## config.mk

```make
export PLATFORM = sky130hd
export DESIGN_NAME = seg_scan_display
export DESIGN_NICKNAME = d
export VERILOG_FILES = /design/src/rtl/seg_pkg.sv /design/src/rtl/hex7seg.sv /design/src/rtl/seg_scan_display.sv
export SDC_FILE = /design/constraint.sdc
export NUM_CORES = 1
export LEC_CHECK = 0
export BUFFER_PORTS_ARGS = -buffer_cell sky130_fd_sc_hd__buf_2
export CAP_MARGIN = 20
export CORE_MARGIN = 2
export CORE_UTILIZATION = 40
export DETAILED_ROUTE_END_ITERATION = 6
export PLACE_DENSITY = 0.66
export SETUP_SLACK_MARGIN = 0.4
export SLEW_MARGIN = 30
export SYNTH_ARGS = -nofsm -noshare
export SYNTH_HDL_FRONTEND = slang
export SYNTH_HIERARCHICAL = 1
export SYNTH_SLANG_ARGS = --single-unit
```

## constraint.sdc

```tcl
create_clock -name clk -period 3.9 [get_ports clk]
set_input_delay 0.975 -clock clk [delete_from_list [all_inputs] [get_ports clk]]
set_output_delay 0.975 -clock clk [all_outputs]
set_load 0.005 [all_outputs]
```

## src/rtl/seg_pkg.sv

```systemverilog
// seg_pkg: shared constants for the scanned 7-segment display.
//   sel_e   : source-select encoding for the word shown on the display.
//   SEG_HEX : active-low {g,f,e,d,c,b,a} glyphs for hex digits 0..F,
//             indexed by the nibble value.
package seg_pkg;

    typedef enum logic [1:0] {
        SEL_LED    = 2'd0,
        SEL_ALL    = 2'd1,
        SEL_BRANCH = 2'd2,
        SEL_JMP    = 2'd3
    } sel_e;

    // Listed from entry 15 (F) down to entry 0 so SEG_HEX[n] is glyph n.
    localparam logic [15:0][6:0] SEG_HEX = {
        7'h0E,  // F
        7'h06,  // E
        7'h21,  // d
        7'h46,  // C
        7'h03,  // b
        7'h08,  // A
        7'h10,  // 9
        7'h00,  // 8
        7'h78,  // 7
        7'h02,  // 6
        7'h12,  // 5
        7'h19,  // 4
        7'h30,  // 3
        7'h24,  // 2
        7'h79,  // 1
        7'h40   // 0
    };

endpackage

```

## src/rtl/hex7seg.sv

```systemverilog
// hex7seg: combinational nibble to 7-segment decoder.
//   nibble : 4-bit hex value to show
//   seg_n  : active-low segments {g,f,e,d,c,b,a}
module hex7seg
    import seg_pkg::*;
(
    input  logic [3:0] nibble,
    output logic [6:0] seg_n
);

    assign seg_n = SEG_HEX[nibble];

endmodule

```

## src/rtl/seg_scan_display.sv

```systemverilog
// seg_scan_display: time-multiplexed 8-digit hex display driver.
//   clk          : system clock
//   clr_n        : asynchronous active-low reset
//   Leddata      : CPU LED/result word          (sel = 0)
//   Count_all    : total instruction count      (sel = 1)
//   Count_branch : branch count                 (sel = 2)
//   Count_jmp    : jump count                   (sel = 3)
//   sel          : source select, captured once per frame
//   blank_lz     : leading-zero blanking enable, used live
//   an           : active-low digit enables, bit k = nibble k
//   seg          : active-low segments {dp,g,f,e,d,c,b,a}
// A prescaler produces one tick every SCAN_DIV clocks; each tick moves to
// the next digit. The source word is captured only when the scan wraps
// from digit 7 back to digit 0, so every frame shows one coherent word.
// The decimal point marks the digit whose index equals the captured sel.
module seg_scan_display
    import seg_pkg::*;
#(
    parameter int SCAN_DIV = 100000
) (
    input  logic        clk,
    input  logic        clr_n,
    input  logic [31:0] Leddata,
    input  logic [31:0] Count_all,
    input  logic [31:0] Count_branch,
    input  logic [31:0] Count_jmp,
    input  logic [1:0]  sel,
    input  logic        blank_lz,
    output logic [7:0]  an,
    output logic [7:0]  seg
);

    localparam int              PW       = $clog2(SCAN_DIV);
    localparam logic [PW-1:0]   PCNT_MAX = PW'(SCAN_DIV - 1);

    logic [PW-1:0] pcnt_q, pcnt_d;
    logic [2:0]    idx_q, idx_d;
    logic [31:0]   snap_q, snap_d;
    logic [1:0]    snap_sel_q, snap_sel_d;   // sel captured with the snapshot
    logic [7:0]    an_q, an_d;
    logic [7:0]    seg_q, seg_d;

    logic          tick;
    logic          wrap;
    logic          blank;
    logic [31:0]   src_word;
    logic [3:0]    cur_nib;
    logic [6:0]    hex_seg;

    hex7seg u_hex7seg (
        .nibble (cur_nib),
        .seg_n  (hex_seg)
    );

    always_comb begin
        src_word = Leddata;
        case (sel_e'(sel))
            SEL_LED:    src_word = Leddata;
            SEL_ALL:    src_word = Count_all;
            SEL_BRANCH: src_word = Count_branch;
            SEL_JMP:    src_word = Count_jmp;
            default:    src_word = Leddata;
        endcase
    end

    always_comb begin
        tick       = (pcnt_q == PCNT_MAX);
        wrap       = tick && (idx_q == 3'd7);
        pcnt_d     = tick ? '0 : pcnt_q + PW'(1);
        idx_d      = tick ? idx_q + 3'd1 : idx_q;
        snap_d     = wrap ? src_word : snap_q;
        snap_sel_d = wrap ? sel : snap_sel_q;

        cur_nib    = snap_q[{idx_q, 2'b00} +: 4];
        // Digit k is a leading zero when nibbles k..7 are all zero, i.e.
        // the snapshot shifted down by 4*k is zero. Digit 0 always shows.
        blank      = blank_lz && (idx_q != 3'd0) &&
                     ((snap_q >> {idx_q, 2'b00}) == 32'd0);

        an_d       = blank ? 8'hFF : ~(8'b1 << idx_q);
        seg_d      = blank ? 8'hFF :
                     {(idx_q != {1'b0, snap_sel_q}), hex_seg};
    end

    always_ff @(posedge clk or negedge clr_n) begin
        if (!clr_n) begin
            pcnt_q     <= '0;
            idx_q      <= 3'd0;
            snap_q     <= 32'd0;
            snap_sel_q <= 2'd0;
            an_q       <= 8'hFF;
            seg_q      <= 8'hFF;
        end else begin
            pcnt_q     <= pcnt_d;
            idx_q      <= idx_d;
            snap_q     <= snap_d;
            snap_sel_q <= snap_sel_d;
            an_q       <= an_d;
            seg_q      <= seg_d;
        end
    end

    assign an  = an_q;
    assign seg = seg_q;

endmodule

```

# Word-level counts from Yosys, hierarchy flattened
# Memories as Yosys holds them, arrays and structs flattened.
# Cells that the tools add are included.
# op_classes
add_sub_neg,2
n_lt_le_gt_ge,1
eq_ne,6
shifts,3
n_mux,5
n_bitwise,1
n_reduce_logical,6
# ops
cell,n
32-bit one-hot mux with 4 select lines,1
32-bit zero test,1
32-bit by 6-bit indexed part select with 4-bit output,1
32-bit by 5-bit right shift with 32-bit output,1
17-bit by 1-bit adder with 17-bit output (second input constant),1
17-bit == test (second input constant),1
17-bit two-way mux,1
8-bit two-way mux,2
8-bit NOT,1
1-bit by 3-bit left shift with 8-bit output (first input constant),1
7-bit two-way mux,1
4-bit by 5-bit < comparator with 1-bit output (second input constant),1
2-bit == test (second input constant),2
3-bit by 1-bit adder with 3-bit output (second input constant),1
3-bit == test (second input constant),1
1-bit logical AND,3
3-bit by 2-bit inequality test with 1-bit output,1
3-bit nonzero test,1
2-bit by 1-bit == test with 1-bit output (second input constant),1
2-bit zero test,1
# word_totals
regBits,70
romBits,112
input_bits,133
output_inout_bits,16
wordCells,31
mem_count,1
# mem_list
name,words,word_bits,rd,rd_ports_with_merged_regs,wr,line,source
(no name shown),16,7,1,0,0,hex7seg.sv:11,assign seg_n = SEG_HEX[nibble];

# Logic depth before layout (Yosys ltp)
# logic_depth
depth_word,4
mapped_depth,11
ltp_nobuf,8

# By module
# The synthesis kept the hierarchy.
# by_module_without_submodules
module,instances,cells_each,area_each_um2,seq_area_each_um2
seg_scan_display,1,307,4235.3,1771.7
hex7seg,1,33,274.0,0.0

# Worst setup path before layout
# OpenSTA, ideal clock, no wires.
# synth_path
path_kind,in2reg
start,in sel[0]
end,reg snap_q[10]
setup_time_ps,125
arrival_time_ps,2608
required_ps,3775
slack_ps,1167
path_stages,4
path_buffers,2
path_cell_list,clkbuf_1 > buf_1 > mux4_2 > mux2_4
# synth_between
elab_chain_len,2
word_cells_on_any_way,5
cone_classes,3 x eq/ne; 1 x mux; 1 x reduce/logical
# synth_lines
element,line,source
start: declaration,seg_scan_display.sv:27,"input logic [1:0] sel,"
2-bit == test (tied with other cells),seg_scan_display.sv:57,case (sel_e'(sel))
32-bit one-hot mux with 4 select lines (*),seg_scan_display.sv:57,
end signal: assignment,seg_scan_display.sv:96,snap_q <= snap_d;
end: declaration,seg_scan_display.sv:38,"logic [31:0] snap_q, snap_d;"
# Mark *: on every way between the ends. The rest lies on a longest branch, timed or not.
# A chain may end at the register's enable or synchronous reset.

# Worst setup path in the final report
# layout_path
start,reg idx_q[0]
end,reg an_q[2] (netlist: an[2])
# layout_between
elab_chain_len,4
word_cells_on_any_way,8
cone_classes,2 x shift; 1 x mux; 1 x bitwise; 4 x reduce/logical
# layout_lines
element,line,source
start: declaration,seg_scan_display.sv:37,"logic [2:0] idx_q, idx_d;"
start signal: assignment,seg_scan_display.sv:95,idx_q <= idx_d;
32-bit by 5-bit right shift with 32-bit output or 3-bit nonzero test (tied branches),"seg_scan_display.sv:78, seg_scan_display.sv:77",
32-bit zero test or 1-bit logical AND (tied branches),"seg_scan_display.sv:78, seg_scan_display.sv:77",
1-bit logical AND,seg_scan_display.sv:77,blank = blank_lz && (idx_q != 3'd0) &&
8-bit two-way mux (*),seg_scan_display.sv:80,an_d = blank ? 8'hFF : ~(8'b1 << idx_q);
net an_d[2],seg_scan_display.sv:40,"logic [7:0] an_q, an_d;"
end signal: assignment,seg_scan_display.sv:98,an_q <= an_d;
end: declaration,seg_scan_display.sv:40,
# Mark *: on every way through the listed nets, which the timed path passes. The rest lies on a longest branch.

==> run metrics <==
MaxCap Viol Count 0; Worst EP required 4.16 ns; CTS root buf clkbuf_16; number of global-route vias before repair 3359; Worst setup SP type register; YS warnings 6; GRT overflow 0; number of flops mapped to enable cells by yosys 0; most common cell after layout, fill and taps aside buf_2; H-tree depth 3; RSZ-0062 raised after global routing no; P per Cell Area 354 nW/um^2; routed vias 3311; Detailed Routing Iterations Pass 1 4; Seq. cell area 1770 sq um; Slew Viols, Final 0; status completed; total power 2.00 mW; Synth Register Bits 70; post_cts resized 0; routability congestion estimate from global placement 0.871; most frequent cells in the layout 148 x buf_2, 54 x dfrtp_1, 41 x mux4_2; Fmax 0.355 GHz; Antenna Nets Post-Route 0; endpoint type of the worst setup path register; Worst path max stage delay 0.55 ns; syn_nets 487; sequential fraction of the synthesis area 39.3%; CTS Buf Count 9; Synth Flop Type dfrtp_1; Die Ht 110 um; Final Routed Wirelength 9660 um; Die W 110 um; die area 12100 sq um; Longest Clk Path Bufs 2; slowest cell on the critical path dfrtp_1; minimum clock period 2.82 ns; synth unique cells 45; ys async rst share 100%; gr usage total 17.3%; Setup WS pre-CTS 1.08 ns; Layout Area Growth over Synthesis 24.9%; CP arrival 3.08 ns; final worst slack 1.08 ns; nets 631; postcts setup bufs 0; DRC errors left 0; WHS 0.490 ns; antenna fix cells 0; normalized max-slew margin 53.0%; worst-margin pin slew 0.705 ns; initial core utilization 41.2%; Final Setup Violations 0; Final Hold Fails 0; CP Max Fanout 16; Reg clk slew, reported paths 0.05 ns; DR vias/cell 5.26; initial antenna violation count 0; CP Class reg -> reg; clk_skew 0.00647 ns; IO buf count 148; Post-Synthesis Cells 340; I/O pin cnt 149; syn_area_per_cell 13.3 sq um; worst hold path class reg -> reg; first-pass GRT wire length 16100 um; CTS Sinks 70; Filler cells 974; Final Core Density 51.5%; setup TNS 0 ns; Leakage 2.62 nW; hpwl dp 7640 um; area taken by multi-input logic gates 2550 sq um; cell row count 38; CTS tree done; Cell Chain, Critical Path buf_4, mux4_2, mux2_2, a2111oi_2, nand2_1, a221o_1, nand3_1; IR drop worst, VDD 0.000241 V; Post-CTS Hold Buffers 0; Worst-Skew Late Latency 0.33 ns; post-route clock period utilization 72.3%; largest net degree at the start of global routing 54; Post-Syn Area 4510 sq um; layout cells sized above 1 54.2%; average wire per standard cell 15.4 um; initial DRC count 144; CORE AREA 10900 sq um
critical path, delay by kind of cell, from the launching register on:
kind / cells / cell delay, ns
simple gates: 2 / 0.25
flops: 1 / 0.55
compound gates: 2 / 0.78
mux: 2 / 0.86
buf+inv: 1 / 0.30
metal layers:
layer / GRT usage [%] / share of wire (%) / up-vias
li1: - / - / 1571
met1: 23.6 / 43 / 1588
met2: 28.0 / 49 / 140
met3: 4.00 / 6.8 / 12
met4: 4.46 / 1.2 / 0
met5: 0 / 0 / -
flip-flops by register name, summed over array words and instances, names as in the netlist:
signal and flops:
snap_q 32, pcnt_q 17, an 8, seg 8, idx_q 3, snap_sel_q 2
final cells by class:
class	count	share of cell area, %
tap	140	3.11
multi-input combinational	239	45.3
inverter	9	0.600
sequential	70	31.4
timing repair buffer	155	14.1
clock buffer	12	4.20
clock inverter	4	1.27
final timing paths:
path / from / end / slack, ns / cells after the start
setup / recovery: idx_q[0] / an[2] / 1.08 / 7
hold / removal: pcnt_q[4] / pcnt_q[4] / 0.49 / 1
setup reg to reg: idx_q[0] / an[2] / 1.08 / 7
hold reg to reg: pcnt_q[4] / pcnt_q[4] / 0.49 / 1
max in group asynchronous: clr_n / snap_q[31] / 2.39 / 2
min in group asynchronous: clr_n / pcnt_q[6] / 0.54 / 1
synthesized netlist by cell type (5+ instances only):
master / instances / area share, %
clkbuf_1: 10 / 0.83
dfrtp_1: 54 / 30
dfstp_2: 16 / 9.3
ha_1: 14 / 3.9
inv_1: 7 / 0.58
mux2_2: 7 / 1.7
mux2_4: 31 / 10
mux2i_1: 5 / 1.1
mux4_2: 41 / 20
nand2_1: 20 / 1.7
nand2b_1: 11 / 1.5
nand3_1: 12 / 1.3
nand4_1: 9 / 1.2
nor2_1: 27 / 2.2
nor4_1: 5 / 0.69
o21ai_0: 8 / 0.89
xnor2_1: 9 / 1.7
xor2_1: 9 / 1.7
metrics by stage:
step / cell area (sq um) / instances
finish: 5630 / 629
floorplan: 4510 / 340
CTS: 5630 / 629
detailed placement: 5330 / 613
global route: 5630 / 629
global placement: 5330 / 613
where the power goes:
part	internal [mW]	switching (mW)	total, mW
combinational	0.202	0.122	0.324
sequential	0.785	0.0409	0.826
clock	0.558	0.289	0.846
total	1.54	0.452	2.00
logic make-up (layout without fill, tap and decap cells):
group           count (synthesis)  count (layout)  synth area share (%)
flops                          70              70                  39.3
mux                            85              85                  34.2
compound gates                 22              22                  3.44
simple gates                  100             100                  11.5
xor+xnor                       18              18                  3.50
buf+inv                        31             180                  4.11
fa+ha+maj                      14              14                  3.88
No activity file was read; power rests on OpenSTA's default activity.
